--- config.mk ---
export PLATFORM = sky130hd
export DESIGN_NAME = csr_file_unit_flat
export DESIGN_NICKNAME = d
export VERILOG_FILES = /design/src/rtl/csr_file_unit_pkg.sv /design/src/rtl/interfaces.sv /design/src/rtl/csr_file_unit.sv /design/src/flat_wrapper.sv
export SDC_FILE = /design/constraint.sdc
export NUM_CORES = 1
export LEC_CHECK = 0
export ABC_AREA = 0
export CAP_MARGIN = 10
export CORE_ASPECT_RATIO = 1.4
export CORE_MARGIN = 3
export CORE_UTILIZATION = 45
export CTS_CLUSTER_SIZE = 24
export DETAILED_ROUTE_END_ITERATION = 6
export PLACE_DENSITY = 0.67
export SETUP_SLACK_MARGIN = 0.15
export SLEW_MARGIN = 5
export SYNTH_ARGS = -nofsm -noshare
export SYNTH_HDL_FRONTEND = slang
export SYNTH_SLANG_ARGS = --single-unit
--- constraint.sdc ---
create_clock -name clk -period 2.9 [get_ports clk]
set_input_delay 0.435 -clock clk [delete_from_list [all_inputs] [get_ports clk]]
set_output_delay 0.435 -clock clk [all_outputs]
set_load 0.02 [all_outputs]
--- src/rtl/csr_file_unit_pkg.sv ---
// Shared core types and CSR address map used by the CSR file and its neighbours.
package C;
    localparam int XLEN = 64;
    localparam int ID_W = 6;

    typedef struct packed {
        logic [ID_W-1:0] id;
        logic [XLEN-1:0] pc;
    } rob_entry_t;

    typedef enum logic [1:0] {
        CSR_READ = 2'd0,
        CSR_RW   = 2'd1,
        CSR_RS   = 2'd2,
        CSR_RC   = 2'd3
    } csr_op_t;

    localparam logic [11:0] A_MSTATUS   = 12'h300;
    localparam logic [11:0] A_MISA      = 12'h301;
    localparam logic [11:0] A_MIE       = 12'h304;
    localparam logic [11:0] A_MTVEC     = 12'h305;
    localparam logic [11:0] A_MSCRATCH  = 12'h340;
    localparam logic [11:0] A_MEPC      = 12'h341;
    localparam logic [11:0] A_MCAUSE    = 12'h342;
    localparam logic [11:0] A_MTVAL     = 12'h343;
    localparam logic [11:0] A_MIP       = 12'h344;
    localparam logic [11:0] A_MCYCLE    = 12'hB00;
    localparam logic [11:0] A_MINSTRET  = 12'hB02;
    localparam logic [11:0] A_CYCLE     = 12'hC00;
    localparam logic [11:0] A_INSTRET   = 12'hC02;
    localparam logic [11:0] A_MVENDORID = 12'hF11;
    localparam logic [11:0] A_MARCHID   = 12'hF12;
    localparam logic [11:0] A_MIMPID    = 12'hF13;
    localparam logic [11:0] A_MHARTID   = 12'hF14;

    localparam logic [XLEN-1:0] MISA_VAL      = 64'h8000_0000_0014_1101;
    localparam logic [XLEN-1:0] MSTATUS_WMASK = 64'h0000_0000_0000_1888;
    localparam logic [XLEN-1:0] MSTATUS_MPP   = 64'h0000_0000_0000_1800;

    // WARL shaping is applied once, when the value enters the pending buffer.
    function automatic logic [XLEN-1:0] legalize(input logic [11:0] addr, input logic [XLEN-1:0] v);
        case (addr)
            A_MSTATUS: legalize = (v & MSTATUS_WMASK) | MSTATUS_MPP;
            A_MTVEC:   legalize = {v[XLEN-1:2], 2'b00};
            A_MEPC:    legalize = {v[XLEN-1:1], 1'b0};
            default:   legalize = v;
        endcase
    endfunction
endpackage

--- src/rtl/interfaces.sv ---
// Signal bundles shared between the CSR unit, branch queue and their bench.
interface csr_if;
    import C::*;
    logic            req_valid;
    logic [11:0]     req_addr;
    csr_op_t         req_op;
    logic [XLEN-1:0] req_wdata;
    logic [ID_W-1:0] req_id;
    logic [XLEN-1:0] rdata;
    logic            illegal;

    modport csr_file (input req_valid, req_addr, req_op, req_wdata, req_id,
                      output rdata, illegal);
    modport csr_fu   (output req_valid, req_addr, req_op, req_wdata, req_id,
                      input rdata, illegal);
endinterface


--- src/rtl/csr_file_unit.sv ---
// Machine-mode CSR file: combinational reads, one retire-gated pending write,
// and the cycle/instret counters.
module csr_file_unit
    import C::*;
(
    input  logic       clk,
    input  logic       rstn,
    csr_if.csr_file    csr_io,
    input  rob_entry_t retire_entry_i,
    input  logic       retire_entry_i_valid
);
    logic [XLEN-1:0] mstatus_q, mie_q, mtvec_q, mscratch_q, mepc_q, mcause_q, mtval_q, mip_q;
    logic [XLEN-1:0] mcycle_q, minstret_q;
    logic [XLEN-1:0] mstatus_d, mie_d, mtvec_d, mscratch_d, mepc_d, mcause_d, mtval_d, mip_d;
    logic [XLEN-1:0] mcycle_d, minstret_d;
    logic            buf_vld_q, buf_vld_d;
    logic [11:0]     buf_addr_q, buf_addr_d;
    logic [XLEN-1:0] buf_val_q, buf_val_d;
    logic [ID_W-1:0] buf_id_q, buf_id_d;

    logic            commit, impl, ro, effective, illegal, load;
    logic [XLEN-1:0] rdata, wval;
    logic            unused_pc;

    assign unused_pc      = ^retire_entry_i.pc;
    assign csr_io.rdata   = rdata;
    assign csr_io.illegal = illegal;

    always_comb begin
        commit = retire_entry_i_valid && buf_vld_q && (retire_entry_i.id == buf_id_q);

        impl  = 1'b1;
        ro    = 1'b0;
        rdata = '0;
        case (csr_io.req_addr)
            A_MSTATUS:  rdata = mstatus_q;
            A_MIE:      rdata = mie_q;
            A_MTVEC:    rdata = mtvec_q;
            A_MSCRATCH: rdata = mscratch_q;
            A_MEPC:     rdata = mepc_q;
            A_MCAUSE:   rdata = mcause_q;
            A_MTVAL:    rdata = mtval_q;
            A_MIP:      rdata = mip_q;
            A_MCYCLE:   rdata = mcycle_q;
            A_MINSTRET: rdata = minstret_q;
            A_MISA:     begin rdata = MISA_VAL;   ro = 1'b1; end
            A_CYCLE:    begin rdata = mcycle_q;   ro = 1'b1; end
            A_INSTRET:  begin rdata = minstret_q; ro = 1'b1; end
            A_MVENDORID, A_MARCHID, A_MIMPID, A_MHARTID: ro = 1'b1;
            default:    impl = 1'b0;
        endcase
        // Same-cycle retire of the buffered write is visible to the reader.
        if (commit && (buf_addr_q == csr_io.req_addr))
            rdata = buf_val_q;

        effective = (csr_io.req_op != CSR_READ) &&
                    !((csr_io.req_op != CSR_RW) && (csr_io.req_wdata == '0));
        illegal   = csr_io.req_valid && (!impl || (ro && effective));
        load      = csr_io.req_valid && effective && !illegal;

        case (csr_io.req_op)
            CSR_RS:  wval = rdata | csr_io.req_wdata;
            CSR_RC:  wval = rdata & ~csr_io.req_wdata;
            default: wval = csr_io.req_wdata;
        endcase

        mstatus_d  = mstatus_q;
        mie_d      = mie_q;
        mtvec_d    = mtvec_q;
        mscratch_d = mscratch_q;
        mepc_d     = mepc_q;
        mcause_d   = mcause_q;
        mtval_d    = mtval_q;
        mip_d      = mip_q;
        mcycle_d   = mcycle_q + 1'b1;
        minstret_d = minstret_q + {{(XLEN-1){1'b0}}, retire_entry_i_valid};
        if (commit) begin
            case (buf_addr_q)
                A_MSTATUS:  mstatus_d  = buf_val_q;
                A_MIE:      mie_d      = buf_val_q;
                A_MTVEC:    mtvec_d    = buf_val_q;
                A_MSCRATCH: mscratch_d = buf_val_q;
                A_MEPC:     mepc_d     = buf_val_q;
                A_MCAUSE:   mcause_d   = buf_val_q;
                A_MTVAL:    mtval_d    = buf_val_q;
                A_MIP:      mip_d      = buf_val_q;
                A_MCYCLE:   mcycle_d   = buf_val_q;
                A_MINSTRET: minstret_d = buf_val_q;
                default:    ;
            endcase
        end

        buf_vld_d  = buf_vld_q && !commit;
        buf_addr_d = buf_addr_q;
        buf_val_d  = buf_val_q;
        buf_id_d   = buf_id_q;
        if (load) begin
            buf_vld_d  = 1'b1;
            buf_addr_d = csr_io.req_addr;
            buf_val_d  = legalize(csr_io.req_addr, wval);
            buf_id_d   = csr_io.req_id;
        end
    end

    always_ff @(posedge clk or negedge rstn) begin
        if (!rstn) begin
            mstatus_q  <= MSTATUS_MPP;
            mie_q      <= '0;
            mtvec_q    <= '0;
            mscratch_q <= '0;
            mepc_q     <= '0;
            mcause_q   <= '0;
            mtval_q    <= '0;
            mip_q      <= '0;
            mcycle_q   <= '0;
            minstret_q <= '0;
            buf_vld_q  <= 1'b0;
            buf_addr_q <= '0;
            buf_val_q  <= '0;
            buf_id_q   <= '0;
        end else begin
            mstatus_q  <= mstatus_d;
            mie_q      <= mie_d;
            mtvec_q    <= mtvec_d;
            mscratch_q <= mscratch_d;
            mepc_q     <= mepc_d;
            mcause_q   <= mcause_d;
            mtval_q    <= mtval_d;
            mip_q      <= mip_d;
            mcycle_q   <= mcycle_d;
            minstret_q <= minstret_d;
            buf_vld_q  <= buf_vld_d;
            buf_addr_q <= buf_addr_d;
            buf_val_q  <= buf_val_d;
            buf_id_q   <= buf_id_d;
        end
    end
endmodule

--- src/flat_wrapper.sv ---
// flat-port wrapper written by rule: the top's interface ports become plain ports
module csr_file_unit_flat import C::*;
  (clk, rstn, retire_entry_i, retire_entry_i_valid, csr_io_req_valid, csr_io_req_addr, csr_io_req_op, csr_io_req_wdata, csr_io_req_id, csr_io_rdata, csr_io_illegal);
  csr_if csr_io_i ();
  input  logic clk;
  input  logic rstn;
  input  rob_entry_t retire_entry_i;
  input  logic retire_entry_i_valid;
  input wire logic [$bits(csr_io_i.req_valid)-1:0] csr_io_req_valid;
  input wire logic [$bits(csr_io_i.req_addr)-1:0] csr_io_req_addr;
  input wire logic [$bits(csr_io_i.req_op)-1:0] csr_io_req_op;
  input wire logic [$bits(csr_io_i.req_wdata)-1:0] csr_io_req_wdata;
  input wire logic [$bits(csr_io_i.req_id)-1:0] csr_io_req_id;
  output wire logic [$bits(csr_io_i.rdata)-1:0] csr_io_rdata;
  output wire logic [$bits(csr_io_i.illegal)-1:0] csr_io_illegal;
  assign csr_io_i.req_valid = csr_io_req_valid;
  assign csr_io_i.req_addr = csr_io_req_addr;
  assign csr_io_i.req_op = csr_io_req_op;
  assign csr_io_i.req_wdata = csr_io_req_wdata;
  assign csr_io_i.req_id = csr_io_req_id;
  assign csr_io_rdata = csr_io_i.rdata;
  assign csr_io_illegal = csr_io_i.illegal;
  csr_file_unit u_core (.clk(clk), .rstn(rstn), .csr_io(csr_io_i), .retire_entry_i(retire_entry_i), .retire_entry_i_valid(retire_entry_i_valid));
endmodule
Word-level counts from Yosys, hierarchy flattened

Index checks and enable logic that the tools add are counted.

Output and inout port bits: 65
Latch bits: 0
Memories kept: 0
Memory bits (read-only): 0
Bits in writable memories: 0
Bits in registers: 723
Input bits: 158
Logic and storage cells: 91

Multipliers: 0
Shift-type cells: 0
$add $sub $neg: 2
Reductions and logical operators: 29
Magnitude comparators: 0
Equality and inequality tests: 32
Bitwise logic cells: 3
Muxes and demuxes: 11
Divide/modulo/power cells: 0

Operators with widths:

| cell                  | number |
|---|---|
| $pmux 64 s11          | 1 |
| $mux 64               | 5 |
| $eq 12x10->1 const B  | 17 |
| $pmux 64 s3           | 1 |
| $pmux 64 s2           | 1 |
| $eq 12x12->1 const B  | 10 |
| $add 64x1->64         | 1 |
| $add 64x1->64 const B | 1 |
| $and 64x64->64        | 1 |
| $logic_not 64->1      | 1 |
| $not 64->64           | 1 |
| $or 64x64->64         | 1 |
| $reduce_or 17->1      | 1 |
| $reduce_and 2->1      | 8 |
| $eq 12x12->1          | 1 |
| $logic_and 1x1->1     | 10 |
| $reduce_or 7->1       | 1 |
| $eq 6x6->1            | 1 |
| $eq 2x2->1 const B    | 2 |
| $logic_not 1->1       | 4 |
| $reduce_or 2->1       | 2 |
| $mux 1                | 3 |
| $ne 2x1->1 const B    | 1 |
| $reduce_bool 2->1     | 1 |
| $logic_or 1x1->1      | 1 |

Longest topological paths before layout

Gate-level depths: netlist of the first run.

Depth after elaboration: 10
Mapped depth: 12
Gate-level depth less buffers: 9

Worst setup path after synthesis of the first run

Ideal clock, no wire load.

Path kind: input -> output
Start point: in csr_io_req_addr[4]
End point: out csr_io_rdata[1]
Arrival: 2534 ps
Stages on the path: 10
Setup slack: -69 ps
Path buffers: 4
Required time: 2465 ps
Cell sequence: clkbuf_1 > nor4_2 > buf_2 > and3_1 > buf_2 > clkbuf_1 > a22oi_1 > nand2_1 > nor2_1 > o21ai_0

Cells in the longest elaborated chain, start to end: 4
Elaborated cells between the ends (all ways): 19
Those cells by class: eq/ne (14); mux (2); reduce/logical (3)

RTL lines:

| item                             | RTL line            | text |
|---|---|---|
| start, declared                  | flat_wrapper.sv:10  | `input wire logic [$bits(csr_io_i.req_addr)-1:0] csr_io_req_addr;` |
| $eq 12x12->1                     | csr_file_unit.sv:35 | `case (csr_io.req_addr)` |
| $reduce_or 2->1 (no source line) | -                   |  |
| $pmux 64 s11                     | csr_file_unit.sv:35 |  |
| $mux 64 *                        | csr_file_unit.sv:53 | `if (commit && (buf_addr_q == csr_io.req_addr))` |
| end, declared                    | flat_wrapper.sv:14  | `output wire logic [$bits(csr_io_i.rdata)-1:0] csr_io_rdata;` |

Mark *: on every way between the ends. The rest lies on a longest branch, timed or not.

Worst setup path in the final report of the first run

Start point: reg u_core.buf_id_q[3]
End point: out csr_io_rdata[47]

Cells in the longest elaborated chain, start to end: 4

RTL lines:

| item                   | RTL line             | text |
|---|---|---|
| start, declared        | csr_file_unit.sv:19  | `logic [ID_W-1:0] buf_id_q, buf_id_d;` |
| start signal, assigned | csr_file_unit.sv:135 | `buf_id_q <= buf_id_d;` |
| $eq 6x6->1             | csr_file_unit.sv:30  | `commit = retire_entry_i_valid && buf_vld_q && (retire_entry_i.id == buf_id_q);` |
| $logic_and 1x1->1      | csr_file_unit.sv:30  |  |
| $logic_and 1x1->1      | csr_file_unit.sv:53  |  |
| $mux 64                | csr_file_unit.sv:53  |  |

No other way between the ends.

==> results of run 1 <==
report_power, final:
| part | leakage [nW] | switching [W] | internal, W |
|---|---|---|---|
| clock | 1.22 | 0.00427 | 0.00576 |
| sequential | 9.58 | 0.000169 | 0.0102 |
| combinational | 11.9 | 0.000626 | 0.000435 |
critical path: stages, from the launching register on:
cell       delay [ns]
dfrtp_1          0.38
xor2_1           0.14
or4_4            0.53
or2_4            0.28
buf_6            0.13
o22ai_4          0.19
buf_12           0.19
buf_12           0.12
buf_16           0.12
buf_6            0.10
o2bb2ai_4        0.06
buf_6            0.15
cell usage in the layout, fill, tap and decap left out, drive strengths merged, types with 45 or more instances in the layout:
| master | count |
|---|---|
| nand2 | 165 |
| nand4 | 313 |
| nor3 | 60 |
| clkbuf | 129 |
| o2bb2ai | 45 |
| o2111ai | 62 |
| nand3b | 47 |
| o21ai | 60 |
| xnor2 | 56 |
| buf | 619 |
| dfrtp | 721 |
| a22o | 107 |
| inv | 76 |
| nand3 | 63 |
| dlymetal6s2s | 46 |
| mux2 | 490 |
| a22oi | 99 |
| xor2 | 87 |
| a21oi | 127 |
| nor2 | 185 |
kinds of logic (layout without fill, tap and decap cells):
logic type | count (synthesis) | in the layout | share of synthesized area, %
AO/OA/AOI/OAI | 564 | 564 | 11.3
XOR/XNOR | 143 | 143 | 3.48
flip-flops | 723 | 723 | 50.3
multiplexers | 493 | 493 | 15.4
adder cells (fa/ha/maj) | 3 | 3 | 0.104
other | 0 | 1 | 0
AND/OR/NAND/NOR | 980 | 980 | 14.7
buffers and inverters | 399 | 934 | 4.62
through the flow:
step / utilization [%] / std cells / setup slack [ns] / power [W]
floorplan: - / 3305 / 0.127 / 0.0107
global placement: 53.9 / 4653 / -1.45 / 0.0115
detailed placement: 53.9 / 4653 / -1.43 / 0.0115
CTS: 59.0 / 4841 / -0.619 / 0.0214
global route: 60.6 / 4895 / -0.648 / 0.0220
finish: 60.6 / 4895 / -0.586 / 0.0214
state kept, by name, indices dropped and copies added, names as in the netlist:
name               flops
u_core.mscratch_q     64
u_core.mtval_q        64
u_core.mcause_q       64
u_core.mie_q          64
u_core.mstatus_q      64
u_core.mtvec_q        64
u_core.buf_val_q      64
u_core.buf_id_q        6
u_core.minstret_q     64
u_core.buf_vld_q       1
u_core.mepc_q         64
u_core.mip_q          64
u_core.mcycle_q       64
u_core.buf_addr_q     12
routing by layer:
| metal | up-vias | share of wire [%] | track usage, % |
|---|---|---|---|
| met1 | 15985 | 37 | 36.4 |
| met5 | - | 0 | 0 |
| met4 | 0 | 6.7 | 16.3 |
| li1 | 13216 | - | - |
| met2 | 1596 | 48 | 51.7 |
| met3 | 405 | 7.8 | 5.76 |
timing repair:
action,CTS,global route
pin swaps,23,49
gates resized for setup,464,186
hold buffers,1,0
gates cloned,11,21
endpoints found under the hold margin,44,0
setup endpoints to repair,633,703
buffers inserted,44,32
worst max path at each step:
stage / cells past startpoint / endpoint / slack [ns]
floorplan: 9 / csr_io_rdata[1] / 0.13
global placement: 8 / csr_io_illegal / -1.45
detailed placement: 8 / csr_io_illegal / -1.43
CTS: 11 / csr_io_rdata[47] / -0.62
global route: 11 / csr_io_rdata[47] / -0.65
finish: 11 / csr_io_rdata[47] / -0.59
cell type report:
cell class                 instances  area share, %
timing repair buffer             728           17.3
antenna                            1        0.00521
inverter                          74          0.578
sequential                       723           37.7
multi-input combinational       2183           36.5
clock inverter                    26          0.690
clock buffer                     106           4.51
tap                             1054           2.74
==> results.txt, run 1 <==
critical path launch point - u_core.buf_id_q[3]
Longest Clk Path Bufs - 3
clk_lat worst skew - 0.66 ns
Detail Placement HPWL - 87.3 mm
DRT iter0 DRCs - 3032
Final Cycle Share - 120%
CTS tree - yes
Clock Tree Root - clkbuf_16
standby leakage power - 22.7 nW
CP arrival - 3.05 ns
Hold Slack - 0.114 ns
initial antenna violation count - 2
fin area - 0.0480 mm^2
Final Critical Period - 3.49 ns
global-route wire length before repair - 193 mm
final WL - 136 mm
failing checks - negative setup slack
Filler Cell Count - 6155
DR DRC count - 0
initial core utilization - 45.4%
Synth Flop Type - dfrtp_1
Seq/Total Area, Yosys - 50.3%
core box area - 0.0792 mm^2
mean number of vias per cell - 6.37
Die ar. - 0.0834 mm^2
synthesized instance count - 3305
Rel. slew slack - 53.1%
ANT nets after route - 0
Critical R2R Launch - u_core.buf_id_q[3]
nets@finish - 3945
hold path cells - 3
setup TNS - -86.49 ns
Worst Reg-to-Reg Cells - 11
Layout Skew - 0.0337 ns
CTS Buf Count - 74
top area cells in the synthesized netlist - dfrtp_1 (50%), mux2_2 (15%), nand4_1 (5.4%)
ys async rst share - 100%
Slew Viols, Final - 0
GRT overflow - 0
worst-path maximum fanout - 7
gpl congestion - 0.952
crit end category - primary output
CP startpoint kind - flop
Port Buffers - 158
number of synthesized flops with an enable pin - 0
drt wl/cell - 27.8 um
Worst Hold Class - primary input to flop
leading cell type by number of instances after synthesis - dfrtp_1
IO Count - 223
Synth area leader - dfrtp_1
H-tree levels - 3
clock sink total - 723
Setup Crit Path Kind - flop to primary output
number of max-cap violations - 0
Final setup viols - 468
Distinct cells, synth - 66
WHS Endpoint - u_core.buf_val_q[6]
area grow syn2layout - 33.5%
Max Clk Rate - 0.287 GHz
Tightest Pin Transition - 0.703 ns
Die Wd - 245 um
vias after detailed routing - 31202
Synth Warn # - 0
Peak VDD IR - 0.491 mV
area of the mapped netlist - 0.0360 mm^2
area of the multi-input gates - 0.0175 mm^2
syn_nets - 3466
Hold Startpoint - csr_io_req_wdata[6]
TritonRoute pass-1 iters - 6
post-synth top area share - 50.1%
clock-pin slew on the worst setup and hold paths - 0.06 ns
Die Span Y - 341 um
RSZ-0062 raised after global routing - true
R2R Setup Slk - -0.30 ns
status - finished, violations left
placed cell area - 0.0427 mm^2
PwrDens - 446 mW/mm^2
Rows - 122
Post-synth top cells - dfrtp_1 (721), mux2_2 (484), nand4_1 (313)
largest net degree at the start of global routing - 90
register area - 0.0181 mm^2
vias in the first global route - 31213
Data required, critical path - 2.47 ns
All-Layer GR Usage - 30.4%
share of cells above drive strength 1 - 36.3%
Final Hold Fails - 0
number of synthesized register bits - 723
RR Endpoint - u_core.mepc_q[58]
mean cell area of the mapped netlist - 10.9 um^2
final worst setup slack - -0.586 ns
Power figures use the tool's default switching activity.
==> inputs of run 2 (changes only) <==
--- a/config.mk
+++ b/config.mk
@@ -8,11 +8,10 @@
 export ABC_AREA = 0
 export CAP_MARGIN = 10
 export CORE_ASPECT_RATIO = 1.4
-export CORE_MARGIN = 3
-export CORE_UTILIZATION = 45
+export CORE_UTILIZATION = 25
 export CTS_CLUSTER_SIZE = 24
 export DETAILED_ROUTE_END_ITERATION = 6
-export PLACE_DENSITY = 0.67
+export PLACE_DENSITY = 0.43
 export SETUP_SLACK_MARGIN = 0.15
 export SLEW_MARGIN = 5
 export SYNTH_ARGS = -nofsm -noshare
==> results.txt, run 2 (same netlist as run 1, synthesis figures left out) <==
worst-path maximum fanout - 6 (was 7)
Detail Placement HPWL - 109 mm (was 87.3 mm)
RSZ-0062 raised after global routing - true (unchanged)
slowest CP cell - or4_4 (unchanged)
placed cell area - 0.0441 mm^2 (was 0.0427 mm^2)
CTS Buf Count - 83 (was 74)
All-Layer GR Usage - 21.2% (was 30.4%)
clock-pin slew on the worst setup and hold paths - 0.06 ns (about the same)
critical-path cell list - xor2_1, or4_4, or2_4, o22ai_4, buf_12, buf_16, buf_12, buf_6, o2bb2ai_2, buf_6, buf_6 (was xor2_1, or4_4, or2_4, buf_6, o22ai_4, buf_12, buf_12, buf_16, buf_6, o2bb2ai_4, buf_6)
Worst Hold Class - primary input to flop (unchanged)
Die Span Y - 451 um (was 341 um)
CP arrival - 3.11 ns (was 3.05 ns)
DRT iter0 DRCs - 2200 (was 3032)
Final Util - 35.5% (was 60.6%)
clk_lat worst skew - 0.70 ns (was 0.66 ns)
failing checks - negative setup slack (unchanged)
Rel. slew slack - 50.8% (was 53.1%)
Longest Clk Path Bufs - 3 (unchanged)
Slew Viols, Final - 0 (unchanged)
drt wl/cell - 27.3 um (was 27.8 um)
area grow syn2layout - 40.8% (was 33.5%)
Final setup viols - 538 (was 468)
final WL - 159 mm (was 136 mm)
vias after detailed routing - 30312 (was 31202)
core box area - 0.143 mm^2 (was 0.0792 mm^2)
pre-CTS WS - -1.73 ns (was -1.43 ns)
CTS tree - yes (unchanged)
Die ar. - 0.145 mm^2 (was 0.0834 mm^2)
mean number of vias per cell - 5.19 (was 6.37)
Data required, critical path - 2.47 ns (about the same)
status - finished, violations left (unchanged)
PwrDens - 442 mW/mm^2 (was 446 mW/mm^2)
Final Critical Period - 3.54 ns (was 3.49 ns)
GRT overflow - 0 (unchanged)
Clock Tree Root - clkbuf_16 (unchanged)
Tightest Pin Transition - 0.739 ns (was 0.703 ns)
Layout Skew - 0.0291 ns (was 0.0337 ns)
Final Cycle Share - 122% (was 120%)
largest net degree at the start of global routing - 113 (was 90)
initial core utilization - 25.2% (was 45.4%)
Final Hold Fails - 0 (unchanged)
Peak VDD IR - 0.416 mV (was 0.491 mV)
crit end category - primary output (unchanged)
Rows - 164 (was 122)
standby leakage power - 23.1 nW (was 22.7 nW)
fin area - 0.0507 mm^2 (was 0.0480 mm^2)
slowest stage delay, CP - 0.51 ns (was 0.53 ns)
gpl congestion - 0.901 (was 0.952)
global-route wire length before repair - 226 mm (was 193 mm)
TritonRoute pass-1 iters - 6 (unchanged)
IO Count - 223 (unchanged)
Port Buffers - 158 (unchanged)
commonest non-fill, non-tap cells in the layout - dfrtp_1 (721), mux2_2 (416), buf_4 (397) (was dfrtp_1 (721), mux2_2 (470), buf_4 (377))
final worst setup slack - -0.643 ns (was -0.586 ns)
Setup Crit Path Kind - flop to primary output (unchanged)
vias in the first global route - 31039 (was 31213)
H-tree levels - 3 (unchanged)
Die Wd - 323 um (was 245 um)
DR DRC count - 0 (unchanged)
ANT nets after route - 0 (unchanged)
initial antenna violation count - 2 (unchanged)
share of cells above drive strength 1 - 38.5% (was 36.3%)
clock sink total - 723 (unchanged)
Max Clk Rate - 0.282 GHz (was 0.287 GHz)
crit-path most repeated cell - buf_6 (unchanged)
number of max-cap violations - 0 (unchanged)
most common cell after layout, fill and taps aside - dfrtp_1 (unchanged)
CP startpoint kind - flop (unchanged)
nets@finish - 4025 (was 3945)
## run 2: cell types whose count changed in the layout (fill, tap and decap cells not counted), moves of 11 or more
cell and change:
buf_6 +31, buf_4 +20, buf_8 +11, dlygate4sd2_1 +15
o2bb2ai_4 +16, mux2_4 +56, mux2_2 -54, dlymetal6s2s_1 -31
o2bb2ai_2 -16
## run 2: through the flow
step | setup TNS [ns] | hold slack [ns] | total power (W) | std cells
2_1_floorplan | 0 | 0.139 | 0.0107 | 3305
3_3_place_gp | -470.36 | 0.369 | 0.0117 | 5558
3_5_place_dp | -490.08 | 0.375 | 0.0117 | 5558
4_1_cts | -113.93 | 0.101 | 0.0226 | 5793
5_1_grt | -204.25 | 0.0478 | 0.0230 | 5840
6_report | -143.55 | 0.0381 | 0.0224 | 5842
## run 2: final timing paths
path | start | end | slack, ns | cells past startpoint
worst max-delay path | u_core.buf_id_q[3] | csr_io_rdata[26] | -0.64 | 11
worst min-delay path | csr_io_req_wdata[19] | u_core.buf_val_q[19] | 0.04 | 3
worst max register to register | u_core.buf_id_q[3] | u_core.mepc_q[34] | -0.52 | 14
worst min register to register | u_core.buf_vld_q | u_core.buf_vld_q | 0.46 | 2
max in group asynchronous | rstn | u_core.buf_addr_q[1] | 1.59 | 3
min in group asynchronous | rstn | u_core.mscratch_q[17] | 0.25 | 2
## run 2: layout make-up
class / count / area (um^2)
fillers: 14322 / 92200
multi-input cells: 2183 / 18100
flip-flops and latches: 723 / 18100
repair buffers: 799 / 9040
clock buffers: 127 / 2450
well taps: 1909 / 2390
inverters: 74 / 278
clock inverters: 25 / 267
diodes: 2 / 5.00
## run 2: report_power, final
group	internal, W	switching, W	leakage, nW
clock network	0.00620	0.00466	1.35
registers	0.0102	0.000164	9.58
logic	0.000464	0.000715	12.2
total	0.0168	0.00554	23.1
## run 2: timing repair
item	in CTS	in global routing
gates resized for setup	543	180
pin swaps	68	60
cloned	15	14
setup buffers	67	33
hold buffers	1	0
endpoints found under the hold margin	22	0
setup endpoints to repair	742	776
## run 2: metal layers
metal  wire length [um]  part of all wire [%]  vias up  GRT usage (%)
met3               6460                   4.1      212           2.23
met5                  0                     0        -              0
met4               5590                   3.5        0           7.15
met2              80800                    51      807           37.3
li1                   -                     -    13397              -
met1              66400                    42    15896           26.8
## run 2: critical path: cells and delay by family, from the launching register on
family | cells | cell delay (ns)
buffers and inverters | 6 | 0.84
flip-flops | 1 | 0.38
AO/OA/AOI/OAI | 2 | 0.24
AND/OR/NAND/NOR | 2 | 0.79
XOR/XNOR | 1 | 0.14
